===== src/rtl/spi_reg_master_if.sv =====
// Command/response and SPI pin bundle for spi_reg_master. "slave" is the controller's view,
// "master" the surrounding system (requester and peripheral). data_ready only with SPIM_DATA_READY_EN.
interface spi_reg_master_if;
  logic        cmd_valid;
  logic        cmd_ready;
  logic        cmd_rw;
  logic [1:0]  cmd_width;
  logic [5:0]  cmd_addr;
  logic [31:0] cmd_wdata;
  logic        rsp_valid;
  logic [31:0] rsp_rdata;
  logic        busy;
  logic        spi_cs_n;
  logic        spi_clk;
  logic        spi_mosi;
  logic        spi_miso;
`ifdef SPIM_DATA_READY_EN
  logic        data_ready;

  modport master (output cmd_valid, cmd_rw, cmd_width, cmd_addr, cmd_wdata, spi_miso, data_ready,
                  input  cmd_ready, rsp_valid, rsp_rdata, busy, spi_cs_n, spi_clk, spi_mosi);
  modport slave  (input  cmd_valid, cmd_rw, cmd_width, cmd_addr, cmd_wdata, spi_miso, data_ready,
                  output cmd_ready, rsp_valid, rsp_rdata, busy, spi_cs_n, spi_clk, spi_mosi);
`else
  modport master (output cmd_valid, cmd_rw, cmd_width, cmd_addr, cmd_wdata, spi_miso,
                  input  cmd_ready, rsp_valid, rsp_rdata, busy, spi_cs_n, spi_clk, spi_mosi);
  modport slave  (input  cmd_valid, cmd_rw, cmd_width, cmd_addr, cmd_wdata, spi_miso,
                  output cmd_ready, rsp_valid, rsp_rdata, busy, spi_cs_n, spi_clk, spi_mosi);
`endif
endinterface


===== src/rtl/spi_reg_master.sv =====
// SPI mode-0 register master: header {rw,5'b0,width},{2'b00,addr} then 8/16/32 data bits, MSB first.
// Optional SPIM_DATA_READY_EN: reads stall after the header until a synchronized data_ready.
module spi_reg_master #(
  parameter int CLK_DIV = 4,
  parameter int CS_GAP  = 4
) (
  input  logic            clk,
  input  logic            rst,
  spi_reg_master_if.slave bus
);

`ifdef SPIM_DATA_READY_EN
  typedef enum logic [2:0] {IDLE, SETUP, SHIFT, WAIT_RDY, HOLD, GAP} state_t;
`else
  typedef enum logic [2:0] {IDLE, SETUP, SHIFT, HOLD, GAP} state_t;
`endif

  localparam logic [7:0] DIV_LAST = 8'(CLK_DIV - 1);
  localparam logic [7:0] GAP_LAST = 8'(CS_GAP - 1);
  localparam logic [5:0] HDR_BITS = 6'd16;

  state_t      state_q, state_d;
  logic [7:0]  div_q, div_d;
  logic [5:0]  bit_q, bit_d;      // bits fully clocked out so far
  logic [47:0] tx_q, tx_d;        // frame, current bit at [47]
  logic [31:0] rx_q, rx_d;
  logic        rw_q, rw_d;
  logic [1:0]  width_q, width_d;
  logic        cs_n_q, cs_n_d;
  logic        sclk_q, sclk_d;
  logic        mosi_q, mosi_d;
  logic        rsp_valid_q, rsp_valid_d;
  logic [31:0] rdata_q, rdata_d;
  logic [5:0]  nbits;
  logic        accept;
  logic        div_end;
`ifdef SPIM_DATA_READY_EN
  logic        rdy_s1_q, rdy_s1_d;
  logic        rdy_s2_q, rdy_s2_d;
`endif

  function automatic logic [47:0] load_frame(input logic rw, input logic [1:0] width,
                                             input logic [5:0] addr, input logic [31:0] wdata);
    logic [31:0] data;
    data = '0;
    if (rw) begin
      case (width)
        2'b00:   data = {wdata[7:0], 24'd0};
        2'b01:   data = {wdata[15:0], 16'd0};
        default: data = wdata;
      endcase
    end
    return {rw, 5'd0, width, 2'b00, addr, data};
  endfunction

  assign accept  = bus.cmd_valid && (state_q == IDLE) && !rst;
  assign div_end = (div_q == DIV_LAST);

  always_comb begin
    case (width_q)
      2'b00:   nbits = 6'd24;
      2'b01:   nbits = 6'd32;
      default: nbits = 6'd48;
    endcase
  end

  always_comb begin
    state_d     = state_q;
    div_d       = div_q;
    bit_d       = bit_q;
    tx_d        = tx_q;
    rx_d        = rx_q;
    rw_d        = rw_q;
    width_d     = width_q;
    cs_n_d      = cs_n_q;
    sclk_d      = sclk_q;
    mosi_d      = mosi_q;
    rsp_valid_d = 1'b0;
    rdata_d     = rdata_q;
`ifdef SPIM_DATA_READY_EN
    rdy_s1_d    = bus.data_ready;
    rdy_s2_d    = rdy_s1_q;
`endif

    case (state_q)
      IDLE: begin
        cs_n_d = 1'b1;
        sclk_d = 1'b0;
        if (accept) begin
          state_d = SETUP;
          div_d   = '0;
          bit_d   = '0;
          rw_d    = bus.cmd_rw;
          width_d = bus.cmd_width;
          tx_d    = load_frame(bus.cmd_rw, bus.cmd_width, bus.cmd_addr, bus.cmd_wdata);
          rx_d    = '0;
          cs_n_d  = 1'b0;
          mosi_d  = bus.cmd_rw;
        end
      end

      SETUP: begin
        div_d = div_q + 8'd1;
        if (div_end) begin
          state_d = SHIFT;
          div_d   = '0;
          sclk_d  = 1'b1;
        end
      end

      SHIFT: begin
        div_d = div_q + 8'd1;
        if (div_end) begin
          div_d = '0;
          if (sclk_q) begin
            // falling edge: present the next frame bit
            sclk_d = 1'b0;
            tx_d   = tx_q << 1;
            mosi_d = tx_q[46];
          end else begin
            bit_d = bit_q + 6'd1;
            if (bit_d == nbits) begin
              state_d = HOLD;
`ifdef SPIM_DATA_READY_EN
            end else if (bit_d == HDR_BITS && !rw_q) begin
              state_d = WAIT_RDY;
`endif
            end else begin
              sclk_d = 1'b1;
              if (bit_d >= HDR_BITS) rx_d = {rx_q[30:0], bus.spi_miso};
            end
          end
        end
      end

`ifdef SPIM_DATA_READY_EN
      WAIT_RDY: begin
        if (rdy_s2_q) begin
          state_d = SHIFT;
          div_d   = '0;
          sclk_d  = 1'b1;
          rx_d    = {rx_q[30:0], bus.spi_miso};
        end
      end
`endif

      HOLD: begin
        div_d = div_q + 8'd1;
        if (div_end) begin
          state_d     = GAP;
          div_d       = '0;
          cs_n_d      = 1'b1;
          rsp_valid_d = 1'b1;
          rdata_d     = rw_q ? 32'd0 : rx_q;
        end
      end

      GAP: begin
        div_d = div_q + 8'd1;
        if (div_q == GAP_LAST) begin
          state_d = IDLE;
          div_d   = '0;
        end
      end

      default: state_d = IDLE;
    endcase
  end

  always_ff @(posedge clk) begin
    if (rst) begin
      state_q     <= IDLE;
      div_q       <= '0;
      bit_q       <= '0;
      tx_q        <= '0;
      rx_q        <= '0;
      rw_q        <= 1'b0;
      width_q     <= 2'b00;
      cs_n_q      <= 1'b1;
      sclk_q      <= 1'b0;
      mosi_q      <= 1'b0;
      rsp_valid_q <= 1'b0;
      rdata_q     <= '0;
`ifdef SPIM_DATA_READY_EN
      rdy_s1_q    <= 1'b0;
      rdy_s2_q    <= 1'b0;
`endif
    end else begin
      state_q     <= state_d;
      div_q       <= div_d;
      bit_q       <= bit_d;
      tx_q        <= tx_d;
      rx_q        <= rx_d;
      rw_q        <= rw_d;
      width_q     <= width_d;
      cs_n_q      <= cs_n_d;
      sclk_q      <= sclk_d;
      mosi_q      <= mosi_d;
      rsp_valid_q <= rsp_valid_d;
      rdata_q     <= rdata_d;
`ifdef SPIM_DATA_READY_EN
      rdy_s1_q    <= rdy_s1_d;
      rdy_s2_q    <= rdy_s2_d;
`endif
    end
  end

  assign bus.cmd_ready = (state_q == IDLE) && !rst;
  assign bus.busy      = (state_q != IDLE);
  assign bus.rsp_valid = rsp_valid_q;
  assign bus.rsp_rdata = rdata_q;
  assign bus.spi_cs_n  = cs_n_q;
  assign bus.spi_clk   = sclk_q;
  assign bus.spi_mosi  = mosi_q;

endmodule

===== src/flat_wrapper.sv =====
// flat-port wrapper written by rule: the top's interface ports become plain ports
module spi_reg_master_flat 
#(
  parameter int CLK_DIV = 4,
  parameter int CS_GAP  = 4
)
  (clk, rst, bus_cmd_valid, bus_cmd_rw, bus_cmd_width, bus_cmd_addr, bus_cmd_wdata, bus_spi_miso, bus_cmd_ready, bus_rsp_valid, bus_rsp_rdata, bus_busy, bus_spi_cs_n, bus_spi_clk, bus_spi_mosi);
  spi_reg_master_if bus_i ();
  input  logic clk;
  input  logic rst;
  input wire logic [$bits(bus_i.cmd_valid)-1:0] bus_cmd_valid;
  input wire logic [$bits(bus_i.cmd_rw)-1:0] bus_cmd_rw;
  input wire logic [$bits(bus_i.cmd_width)-1:0] bus_cmd_width;
  input wire logic [$bits(bus_i.cmd_addr)-1:0] bus_cmd_addr;
  input wire logic [$bits(bus_i.cmd_wdata)-1:0] bus_cmd_wdata;
  input wire logic [$bits(bus_i.spi_miso)-1:0] bus_spi_miso;
  output wire logic [$bits(bus_i.cmd_ready)-1:0] bus_cmd_ready;
  output wire logic [$bits(bus_i.rsp_valid)-1:0] bus_rsp_valid;
  output wire logic [$bits(bus_i.rsp_rdata)-1:0] bus_rsp_rdata;
  output wire logic [$bits(bus_i.busy)-1:0] bus_busy;
  output wire logic [$bits(bus_i.spi_cs_n)-1:0] bus_spi_cs_n;
  output wire logic [$bits(bus_i.spi_clk)-1:0] bus_spi_clk;
  output wire logic [$bits(bus_i.spi_mosi)-1:0] bus_spi_mosi;
  assign bus_i.cmd_valid = bus_cmd_valid;
  assign bus_i.cmd_rw = bus_cmd_rw;
  assign bus_i.cmd_width = bus_cmd_width;
  assign bus_i.cmd_addr = bus_cmd_addr;
  assign bus_i.cmd_wdata = bus_cmd_wdata;
  assign bus_i.spi_miso = bus_spi_miso;
  assign bus_cmd_ready = bus_i.cmd_ready;
  assign bus_rsp_valid = bus_i.rsp_valid;
  assign bus_rsp_rdata = bus_i.rsp_rdata;
  assign bus_busy = bus_i.busy;
  assign bus_spi_cs_n = bus_i.spi_cs_n;
  assign bus_spi_clk = bus_i.spi_clk;
  assign bus_spi_mosi = bus_i.spi_mosi;
  spi_reg_master #(.CLK_DIV(CLK_DIV), .CS_GAP(CS_GAP)) u_core (.clk(clk), .rst(rst), .bus(bus_i));
endmodule

===== config.mk =====
export PLATFORM = sky130hd
export DESIGN_NAME = spi_reg_master_flat
export DESIGN_NICKNAME = d
export VERILOG_FILES = /design/src/rtl/spi_reg_master_if.sv /design/src/rtl/spi_reg_master.sv /design/src/flat_wrapper.sv
export SDC_FILE = /design/constraint.sdc
export NUM_CORES = 1
export LEC_CHECK = 0
export BUFFER_PORTS_ARGS = -buffer_cell sky130_fd_sc_hd__buf_2
export CORE_ASPECT_RATIO = 0.9
export CORE_MARGIN = 2
export CORE_UTILIZATION = 30
export DETAILED_ROUTE_END_ITERATION = 6
export PLACE_DENSITY = 0.47
export SYNTH_ARGS = -nofsm -noshare
export SYNTH_HDL_FRONTEND = slang
export SYNTH_SLANG_ARGS = --single-unit

===== constraint.sdc =====
create_clock -name clk -period 2.15 [get_ports clk]
set_input_delay 0.43 -clock clk [delete_from_list [all_inputs] [get_ports clk]]
set_output_delay 0.43 -clock clk [all_outputs]
set_load 0.02 [all_outputs]

==> results of run 1 <==
[per-layer routing]
metal / up-vias / track usage / wire length [um]
li1: 2871 / - / -
met1: 2781 / 0.2172 / 8663
met2: 136 / 0.2531 / 8602
met3: 16 / 0.03597 / 787
met4: 0 / 0.05118 / 219
met5: - / 0 / 0
[worst paths after layout]
| check | startpoint | endpoint | slack [ns] |
|---|---|---|---|
| max | u_core.div_q[2]$_SDFFE_PP0P_ | u_core.bus.rsp_rdata[12]$_SDFFE_PP0P_ | 0.03 |
| min reg2reg | u_core.bus.rsp_rdata[29]$_SDFFE_PP0P_ | u_core.bus.rsp_rdata[29]$_SDFFE_PP0P_ | 0.47 |
| min | bus_cmd_rw | u_core.rw_q$_SDFFE_PP0P_ | 0.24 |
| max reg2reg | u_core.div_q[2]$_SDFFE_PP0P_ | u_core.bus.rsp_rdata[12]$_SDFFE_PP0P_ | 0.03 |
[critical path, cell delays in order (launching register included)]
cell and delay (ns):
dfxtp_2 0.32, or4_4 0.55, nor3_4 0.24, buf_6 0.15, nand2_4 0.06, nor4_4 0.26
buf_6 0.19, clkbuf_16 0.18, a22o_1 0.12
[power by group through the flow]
stage | registers [uW] | clock network [uW] | logic, uW
after floorplan | 2640 | 0 | 239
after detailed placement | 2640 | 0 | 395
after global placement | 2640 | 0 | 387
after global routing | 2590 | 3200 | 471
after CTS | 2590 | 3090 | 398
final | 2590 | 3030 | 429
[placed cells by master (no fill, tap or decap), types with 4 or more instances in the layout]
cell,n
dfxtp_1,129
nor2_1,102
buf_2,80
nand2_1,74
buf_4,41
a31oi_1,33
a22o_1,32
o31ai_1,32
nor3_1,29
clkbuf_16,22
nor4b_2,21
o21ai_0,19
a221oi_1,16
a21oi_1,14
nor4b_1,12
nand3_1,10
buf_12,10
a211oi_1,9
a311oi_1,9
mux2i_1,8
a222oi_1,8
a32oi_1,7
a221oi_2,7
dfxtp_2,6
inv_1,5
nor2b_1,5
nor2_2,4
xnor2_1,4
and2_1,4
nand4_1,4
xor2_1,4
[cell type report]
| class | count | area (um^2) |
|---|---|---|
| sequential | 135 | 2710 |
| clock inverter | 11 | 147.6 |
| fill | 2057 | 12480 |
| tap | 260 | 325.3 |
| timing repair buffer | 140 | 1082 |
| clock buffer | 21 | 460.4 |
| multi-input combinational | 508 | 3361 |
| inverter | 5 | 18.77 |
[stage by stage]
stage	cells	total power (uW)	setup slack, ns	setup TNS [ns]
floorplan	725	2874	0.05021	0
global placement	1037	3026	0.008797	0
detailed placement	1037	3036	-0.07841	-1.406
CTS	1070	6071	-0.003507	-0.003507
global route	1080	6262	-0.06539	-2.105
finish	1080	6047	0.02712	0
[registers in the layout, summed over array words and instances, names as in the netlist]
| name | count |
|---|---|
| u_core.div_q | 8 |
| u_core.bus.rsp_valid | 1 |
| u_core.bus.spi_cs_n | 1 |
| u_core.tx_q | 47 |
| u_core.rx_q | 32 |
| u_core.rw_q | 1 |
| u_core.bus.rsp_rdata | 32 |
| u_core.bus.spi_mosi | 1 |
| u_core.width_q | 2 |
| u_core.state_q | 3 |
| u_core.bus.spi_clk | 1 |
| u_core.bit_q | 6 |
[logic make-up (layout without fill, tap and decap cells)]
group           Yosys count  in the layout  synth area share
flops                   135            135            0.4336
buf+inv                  82            177           0.06425
compound gates          197            197            0.2347
fa+ha+maj                 2              2          0.004015
xor+xnor                  8              8           0.01124
mux                       9              9           0.01466
simple gates            292            292            0.2375
[synthesized netlist by cell type, types with 3 or more instances]
library cell,instances,share of area
a31oi_1,34,0.034
a32oi_1,7,0.0098
a311oi_1,9,0.013
nor2b_1,6,0.0060
dfxtp_1,135,0.43
xor2_1,4,0.0056
nand4_1,4,0.0040
o31ai_1,32,0.039
a22o_1,32,0.045
inv_1,5,0.0030
nor3_1,29,0.023
nand3_1,10,0.0080
o21ai_0,19,0.015
buf_2,20,0.016
clkbuf_8,3,0.0066
nor2_1,105,0.063
a222oi_1,8,0.013
nand3b_1,3,0.0036
nor4b_1,32,0.045
buf_6,3,0.0054
a221oi_1,23,0.032
mux2i_1,8,0.013
o211ai_1,3,0.0036
clkbuf_1,45,0.027
buf_4,4,0.0048
and2_1,4,0.0040
and4b_1,3,0.0048
nand2_1,75,0.045
xnor2_1,4,0.0056
a211oi_1,10,0.012
a21oi_1,14,0.011
[what timing repair did]
item                                    CTS  global route
gates resized for setup                   3            50
endpoints found under the setup margin   79           114
pin swaps                                 1            11
buffers inserted                          1             5
cloned                                    0             5
==> summary.txt, run 1 <==
Placed design
  – IO Port Bufs: 82
  – RePlAce Congestion: 0.7598
  – Area after DPL: 0.007077 mm^2
  – DPL Wire Length: 11.18 mm

Power and ir drop
  – Power Dens Cells: 746.0 mW/mm^2
  – Peak VDD IR: 0.5270 mV
  – Switching power share of the total: 0.2358
  – Leak pwr: 0.003070 uW
  – Comb power frac: 0.071
  – Net Sw Power: 1426 uW
  – Clock group share of total power: 0.501
  – Cell-internal power: 4621 uW
  – Flop pwr share: 0.428

GRT
  – First-pass GRT wire length: 28.59 mm
  – Largest net degree at the start of global routing: 39
  – Total track usage: 0.1601
  – Initial antenna violation count: 0
  – Vias in the first global route: 5600
  – Gr ovfl total: 0

Route
  – Initial drt markers: 379
  – Routed Antenna Nets: 0
  – Via count of the routed design: 5804
  – Routed WL: 18.27 mm
  – Routed wire per std cell: 16.92 um
  – Vias per Instance: 5.374
  – DRT Pass-1 Iters: 7
  – DRC: 0

Timing
  – RSZ-0062 raised after global routing: yes
  – Final hold slack: 0.2398 ns
  – # setup viols final: 0
  – Worst Tran Pin Value: 0.5562 ns
  – Clk_skew: 0.01047 ns
  – Final period util: 0.9874
  – Rel. slew slack: 0.6283
  – F_max: 471.1 MHz
  – Hold Violations, Final: 0
  – Pins Over Slew Limit: 0
  – Min cycle time layout: 2.123 ns

Min path
  – Hold Path Cell Cnt: 3
  – HP Class: in2reg

Clock tree
  – CTS tree: done
  – Clk slew on worst S/H paths: 0.06 ns
  – Buffer depth of the longest clock path: 2
  – Maximum level of the CTS H-tree: 4
  – TritonCTS buffer count: 17
  – Clock latency on the worst-skew pair: 0.42 ns
  – Clk sinks: 135
  – Root buffer cell: clkbuf_16
  – Hold Buf Count CTS: 0

Logic synthesis
  – Syn Area/Cell: 8.596 um^2
  – Most used flip-flop cell after synthesis: dfxtp_1
  – Number of enable flip-flop cells after synthesis: 0
  – Async SR Flop Fraction: 0
  – Register bit total from synthesis: 135
  – Cells after synthesis: 725
  – Seq/Total Area, Yosys: 0.4336
  – Mapped Area: 0.006232 mm^2
  – Post-synth cell types: 56
  – Ys Warns: 0
  – Post-Synthesis Net Count: 772

Layout
  – Final net count: 854
  – Final core utilization: 0.3938
  – P&R area growth vs syn: 30.05%
  – Final instance area: 0.008105 mm^2
  – Share of cells above drive strength 1: 0.2744
  – Diodes inserted: 0

Worst setup path
  – FF-to-FF path depth: 8
  – CP endpoint kind: flip-flop
  – Max FO, Critical Path: 8
  – Critical path startpoint category: flip-flop
  – CP arrival: 2.49 ns
  – WS Path Type: reg2reg
  – Critical Path RT: 2.51 ns

Floorplanning
  – Core area: 0.02058 mm^2
  – Num rows: 50
  – Starting Density: 0.3028
  – Die Y: 140.7 um
  – Die area: 0.02194 mm^2
  – Chip width: 155.9 um
  – Io pins: 83

Status
  – Status: complete, no violations

Run
  – Max-cap violations: 0
Note: power is estimated with default switching activity, not from simulation.
==> inputs of run 2 (changes only) <==
==> constraint.sdc (replaced) <==
create_clock -name clk -period 1.93 [get_ports clk]
set_input_delay 0.386 -clock clk [delete_from_list [all_inputs] [get_ports clk]]
set_output_delay 0.386 -clock clk [all_outputs]
set_load 0.02 [all_outputs]
==> run 2 against run 1 <==
Net effect: the run now ends with negative setup slack left; sequential power is 12% higher; highest routed layer unchanged; non-clock buffer count up 13; worst setup slack lost 0.17 ns; sequential share of layout area fell by 0.65 points; critical endpoint is now u_core.tx_q[33]$_SDFFE_PP0P_; fmax grew 2.2%; hold slack lost 0.022 ns; critical path type unchanged.
==> summary.txt, run 2 (same netlist as run 1, synthesis figures left out) <==
Route
  – Routed WL: 18.52 mm (+1.3%)
  – Via count of the routed design: 5968 (+2.8%)
  – Routed wire per std cell: 16.96 um (+0.22%)
  – Initial drt markers: 495 (+31%)
  – DRT Pass-1 Iters: 7 (unchanged)
  – DRC: 0 (unchanged)
  – Routed Antenna Nets: 0 (unchanged)
  – Vias per Instance: 5.465 (+1.7%)

Power and ir drop
  – Cell-internal power: 5076 uW (+9.8%)
  – Leak pwr: 0.003153 uW (+2.7%)
  – Net Sw Power: 1588 uW (+11%)
  – Comb power frac: 0.079 (+0.008)
  – Switching power share of the total: 0.2384 (+0.002551)
  – Clock group share of total power: 0.487 (-0.014)
  – Peak VDD IR: 0.5570 mV (+5.7%)
  – Total power: 6664 uW (+10%)
  – Power Dens Cells: 805.0 mW/mm^2 (+7.9%)
  – Flop pwr share: 0.433 (+0.005)

Worst setup path
  – Flop2flop setup slack: -0.15 ns (-0.17 ns)
  – FF-to-FF path depth: 9 (+1)
  – Reg2reg end: u_core.tx_q[33]$_SDFFE_PP0P_
  – Worst reg2reg path startpoint: u_core.div_q[1]$_SDFFE_PP0P_
  – Critical Path End: u_core.tx_q[33]$_SDFFE_PP0P_
  – Max FO, Critical Path: 7 (-1)
  – CP endpoint kind: flip-flop
  – CP Cell Sequence: ha_4 > or3b_4 > nor3_4 > o21a_1 > and2_4 > buf_12 > buf_16 > nor2_2 > a311oi_1
  – WS Path Type: reg2reg
  – CP arrival: 2.41 ns (-0.08 ns)
  – Critical Path RT: 2.26 ns (-0.25 ns)
  – Critical path startpoint category: flip-flop
  – Slowest cell delay on critical path: 0.41 ns (-0.14 ns)
  – Slowest cell on crit path: or3b_4
  – CP startpoint: u_core.div_q[1]$_SDFFE_PP0P_

Clock tree
  – Clk slew on worst S/H paths: 0.06 ns (about the same)
  – Root buffer cell: clkbuf_16
  – CTS tree: done
  – Clock latency on the worst-skew pair: 0.42 ns (about the same)
  – Hold Buf Count CTS: 0 (unchanged)
  – Maximum level of the CTS H-tree: 4 (unchanged)
  – Buffer depth of the longest clock path: 2 (unchanged)
  – TritonCTS buffer count: 17 (unchanged)
  – Clk sinks: 135 (unchanged)

Timing
  – F_max: 481.4 MHz (+2.2%)
  – Hold Violations, Final: 0 (unchanged)
  – Rel. slew slack: 0.5190 (-0.1093)
  – Clk_skew: 0.008498 ns (-0.001976 ns)
  – Pins Over Slew Limit: 0 (unchanged)
  – Final hold slack: 0.2177 ns (-0.02215 ns)
  – Final period util: 1.076 (+0.08888)
  – Min cycle time layout: 2.077 ns (-0.04568 ns)
  – Worst Tran Pin Value: 0.7215 ns (+0.1653 ns)
  – Final setup TNS: -9.714 ns (-9.714 ns)
  – RSZ-0062 raised after global routing: yes
  – # setup viols final: 112 (+112)
  – PnR worst setup slack: -0.1472 ns (-0.1743 ns)

Placed design
  – Cell count after placement: 1042 (+0.48%)
  – DPL Wire Length: 10.97 mm (-1.9%)
  – IO Port Bufs: 82 (unchanged)
  – Area after DPL: 0.007178 mm^2 (+1.4%)
  – RePlAce Congestion: 0.8096 (+6.6%)

Status
  – Failing checks: negative setup slack
  – Status: finished, violations left

Layout
  – Most flops, register: u_core.tx_q
  – P&R area growth vs syn: 32.82%
  – Max FFs per register: 47 (unchanged)
  – Share of cells above drive strength 1: 0.2933 (+0.01888)
  – Fin cells: 1092 (+1.1%)
  – Diodes inserted: 0 (unchanged)
  – Final instance area: 0.008278 mm^2 (+2.1%)
  – Final net count: 867 (+1.5%)
  – Most frequent cells in the layout: 126 x dfxtp_1, 90 x nor2_1, 80 x buf_2, 72 x nand2_1, 49 x buf_4
  – Most common cell after layout, fill and taps aside: dfxtp_1
  – Fillers: 2021 (-1.8%)

GRT
  – Initial antenna violation count: 0 (unchanged)
  – Largest net degree at the start of global routing: 61 (+56%)
  – Vias in the first global route: 5660 (+1.1%)
  – First-pass GRT wire length: 29.13 mm (+1.9%)
  – Gr ovfl total: 0 (unchanged)
  – Total track usage: 0.1642 (+0.004034)

Floorplanning
  – Chip width: 155.9 um (unchanged)
  – Num rows: 50 (unchanged)
  – Starting Density: 0.3028 (unchanged)
  – Die area: 0.02194 mm^2 (unchanged)
  – Io pins: 83 (unchanged)
  – Core area: 0.02058 mm^2 (unchanged)
  – Die Y: 140.7 um (unchanged)

Min path
  – HP Class: in2reg

Run
  – Max-cap violations: 0 (unchanged)
run 2: cell count changes in the layout (fill, tap and decap cells not counted), moves of 8 or more:
cell / delta
nor4b_1: +20
nor4b_2: -20
nor2_4: +8
nor2_1: -12
buf_4: +8
run 2: metrics by stage:
step / util / setup WS, ns
after floorplan: - / 0.003321
after global placement: 0.3488 / -0.07024
after detailed placement: 0.3488 / -0.1503
after CTS: 0.3886 / -0.1048
after global routing: 0.4022 / -0.2491
final: 0.4022 / -0.1472
run 2: critical path: cells and delay by family (launching register included):
kind	cells	cell delay [ns]
DFF	1	0.35
buffers and inverters	2	0.27
adders and majority gates	1	0.13
and+or+nand+nor	4	0.87
AOI/OAI and AO/OA	2	0.37
run 2: layout make-up:
class	instances	area (um^2)	area share
clock buffer	20	466.7	0.05638
tap	260	325.3	0.03930
multi-input combinational	508	3353	0.4051
inverter	5	18.77	0.002267
sequential	135	2714	0.3278
timing repair buffer	153	1279	0.1545
clock inverter	11	121.4	0.01466
run 2: how the worst min path moves through the flow:
| stage | from | end | slack, ns | cells past startpoint |
|---|---|---|---|---|
| 6_report | bus_cmd_rw | u_core.rw_q$_SDFFE_PP0P_ | 0.22 | 3 |
| 5_1_grt | bus_cmd_addr[4] | u_core.tx_q[36]$_SDFFE_PP0P_ | 0.23 | 3 |
| 4_1_cts | bus_cmd_rw | u_core.rw_q$_SDFFE_PP0P_ | 0.20 | 3 |
| 3_5_place_dp | u_core.bus.rsp_rdata[25]$_SDFFE_PP0P_ | u_core.bus.rsp_rdata[25]$_SDFFE_PP0P_ | 0.46 | 1 |
| 3_3_place_gp | u_core.bus.rsp_rdata[1]$_SDFFE_PP0P_ | u_core.bus.rsp_rdata[1]$_SDFFE_PP0P_ | 0.46 | 1 |
| 2_1_floorplan | u_core.rx_q[31]$_SDFFE_PP0P_ | u_core.bus.rsp_rdata[31]$_SDFFE_PP0P_ | 0.44 | 1 |
run 2: timing repair:
action,4_1_cts,5_1_grt
endpoints found under the hold margin,0,0
cloned,4,5
pin swaps,9,20
gates resized for setup,14,44
setup endpoints to repair,112,127
setup buffers,9,2
run 2: power by group through the flow:
stage                     combinational [uW]  sequential (uW)  clock (uW)
after CTS                                496             2880        3320
after detailed placement                 439             2940           0
after global placement                   431             2940           0
after floorplan                          274             2940           0
after global routing                     575             2890        3470
final                                    530             2890        3250
run 2: metal layers:
layer | GRT usage | routed length, um | vias up
li1 | - | - | 2898
met1 | 0.2275 | 8870 | 2879
met2 | 0.2506 | 8584 | 170
met3 | 0.03443 | 803 | 21
met4 | 0.06277 | 258 | 0
met5 | 0 | 0 | -
==> inputs of run 3 (changes only) <==
==> constraint.sdc (replaced) <==
create_clock -name clk -period 1.93 [get_ports clk]
set_input_delay 0 -clock clk [delete_from_list [all_inputs] [get_ports clk]]
set_output_delay 0 -clock clk [all_outputs]
set_load 0.02 [all_outputs]
==> run 3 against run 2 <==
Net effect: the run still ends with negative setup slack left; hold slack got worse by 0.22 ns; clock skew about the same; routed wire length increased by 4.5%; non-clock buffer count increased by 35; die area unchanged; sequential share of layout area decreased by 3.0 points; count of clock-buffer cells in the layout decreased by 3; global-route usage decreased by 0.13 points; clock power decreased by 7.1%; cell count increased by 3.3%; utilization increased by 4.0 points.
==> summary.txt, run 3 (same netlist as run 1, synthesis figures left out) <==
Route
  – DRC: 0 (unchanged)
  – Routed WL: 19.35 mm (+4.5%)
  – Routed wire per std cell: 17.15 um (+1.1%)
  – Initial drt markers: 303 (-39%)
  – Routed Antenna Nets: 0 (unchanged)
  – DRT Pass-1 Iters: 6 (-1)
  – Via count of the routed design: 6173 (+3.4%)
  – Vias per Instance: 5.473 (+0.13%)

Layout
  – Multi-input logic area: 0.003869 mm^2 (+15%)
  – Most common cell after layout, fill and taps aside: dfxtp_1
  – Fin cells: 1128 (+3.3%)
  – P&R area growth vs syn: 46.20%
  – Final core utilization: 0.4427 (+0.04049)
  – Most flops, register: u_core.tx_q
  – Final net count: 902 (+4.0%)
  – Fillers: 1951 (-3.5%)
  – Diodes inserted: 0 (unchanged)
  – Most frequent cells in the layout: 127 x dfxtp_1, 84 x nor2_1, 81 x buf_2, 74 x nand2_1, 43 x buf_4
  – Register area: 0.002713 mm^2 (about the same)
  – Share of cells above drive strength 1: 0.3583 (+0.06503)
  – Final instance area: 0.009111 mm^2 (+10%)
  – Max FFs per register: 47 (unchanged)

Worst setup path
  – Max FO, Critical Path: 8 (+1)
  – CP arrival: 2.42 ns (about the same)
  – FF-to-FF path depth: 9 (unchanged)
  – Worst reg2reg path startpoint: u_core.div_q[1]$_SDFFE_PP0P_
  – Flop2flop setup slack: -0.15 ns (about the same)
  – Critical path startpoint category: flip-flop
  – Critical Path RT: 2.28 ns (+0.02 ns)
  – CP endpoint kind: flip-flop
  – CP startpoint: u_core.div_q[1]$_SDFFE_PP0P_
  – WS Path Type: reg2reg

Floorplanning
  – Num rows: 50 (unchanged)
  – Starting Density: 0.3028 (unchanged)
  – Core area: 0.02058 mm^2 (unchanged)
  – Die Y: 140.7 um (unchanged)
  – Die area: 0.02194 mm^2 (unchanged)
  – Io pins: 83 (unchanged)
  – Chip width: 155.9 um (unchanged)

Timing
  – PnR worst setup slack: -0.1462 ns (+0.001015 ns)
  – Clk_skew: 0.008939 ns (+0.0004408 ns)
  – Min cycle time layout: 2.076 ns (-0.001015 ns)
  – Worst Tran Pin Value: 0.6452 ns (-0.07632 ns)
  – F_max: 481.7 MHz (about the same)
  – # setup viols final: 116 (+3.6%)
  – Final period util: 1.076 (about the same)
  – Final setup TNS: -7.547 ns (+2.167 ns)
  – Rel. slew slack: 0.5699 (+0.05088)
  – Pins Over Slew Limit: 0 (unchanged)
  – Hold Violations, Final: 0 (unchanged)
  – RSZ-0062 raised after global routing: yes

Min path
  – Hold path start: bus_cmd_wdata[30]
  – HP Class: in2reg
  – Hold Path Cell Cnt: 5 (+2)

GRT
  – Total track usage: 0.1628 (-0.001339)
  – Vias in the first global route: 5684 (+0.42%)
  – First-pass GRT wire length: 28.99 mm (-0.47%)
  – Gr ovfl total: 0 (unchanged)
  – Largest net degree at the start of global routing: 44 (-28%)
  – Initial antenna violation count: 0 (unchanged)

Clock tree
  – Maximum level of the CTS H-tree: 4 (unchanged)
  – Clk slew on worst S/H paths: 0.06 ns (about the same)
  – Buffer depth of the longest clock path: 2 (unchanged)
  – Root buffer cell: clkbuf_16
  – CTS tree: done
  – Clk sinks: 135 (unchanged)
  – TritonCTS buffer count: 17 (unchanged)
  – Clock latency on the worst-skew pair: 0.42 ns (about the same)

Status
  – Failing checks: negative setup slack
  – Status: finished, violations left

Placed design
  – Area after DPL: 0.007176 mm^2 (about the same)
  – Cell count after placement: 1045 (+0.29%)
  – IO Port Bufs: 82 (unchanged)
  – RePlAce Congestion: 0.8302 (+2.5%)
  – DPL Wire Length: 11.13 mm (+1.4%)

Run
  – Max-cap violations: 0 (unchanged)

Power and ir drop
  – Power Dens Cells: 715.9 mW/mm^2 (-11%)
  – Total power: 6523 uW (-2.1%)
  – Peak VDD IR: 0.6025 mV (+8.2%)
  – Leak pwr: 0.003366 uW (+6.7%)
==> run 3: cell types whose count changed in the layout (fill, tap and decap cells not counted), sizes merged <==
cell | previous run | this run
clkinv | 5 | 3
buf | 148 | 146
inv | 7 | 10
clkinvlp | 2 | 7
bufinv | 2 | 0
bufbuf | 0 | 1
dlygate4sd3 | 0 | 33
==> run 3: cell type report <==
cell class                      count  area share
Multi-Input combinational cell    508      0.4246
Clock inverter                     15     0.01332
Timing Repair Buffer              188      0.1799
Sequential cell                   135      0.2977
Clock buffer                       17     0.04669
Inverter                            5    0.002060
Tap cell                          260     0.03570
==> run 3: worst max-delay path, cell delays in order, from the launching register on <==
cell and delay (ns):
dfxtp_2 0.36, ha_4 0.13, or3b_4 0.40, nor3_4 0.22, o21a_4 0.19, and2_4 0.22, buf_12 0.12, clkbuf_16 0.17
nor2_1 0.05, nor3_1 0.15
==> run 3: metal layers <==
metal / part of all wire / vias to the layer above / track usage / wire length [um]
met5: 0 / - / 0 / 0
met2: 0.47 / 142 / 0.2494 / 9093
li1: - / 2979 / - / -
met1: 0.47 / 3030 / 0.2229 / 9145
met3: 0.039 / 22 / 0.03259 / 758
met4: 0.018 / 0 / 0.07001 / 348
==> run 3: worst paths after layout <==
path / end
setup / recovery: u_core.tx_q[5]$_SDFFE_PP0P_
hold / removal: u_core.tx_q[30]$_SDFFE_PP0P_
setup reg to reg: u_core.tx_q[5]$_SDFFE_PP0P_
hold reg to reg: u_core.bus.rsp_rdata[20]$_SDFFE_PP0P_
==> run 3: per-stage QoR <==
stage	hold WS (ns)	worst slack [ns]
2_1_floorplan	0.1086	0.003321
3_3_place_gp	0.2374	-0.08708
3_5_place_dp	0.2472	-0.1267
4_1_cts	0.002973	-0.1196
5_1_grt	0.002762	-0.2314
6_report	0.002038	-0.1462
==> run 3: what timing repair did <==
item                       CTS  global route
cloned                       1            11
hold buffers                33             0
buffers inserted             1             6
pin swaps                    3            27
resized for setup            9           142
setup endpoints to repair  111           125
hold endpoints to repair    34             0
==> run 3: power breakdown <==
part / leakage (uW) / total [uW] / switching (uW) / internal [uW]
clock: 0.000247 / 3020 / 1360 / 1660
sequential: 0.00110 / 2890 / 45.0 / 2850
combinational: 0.00202 / 607 / 326 / 280
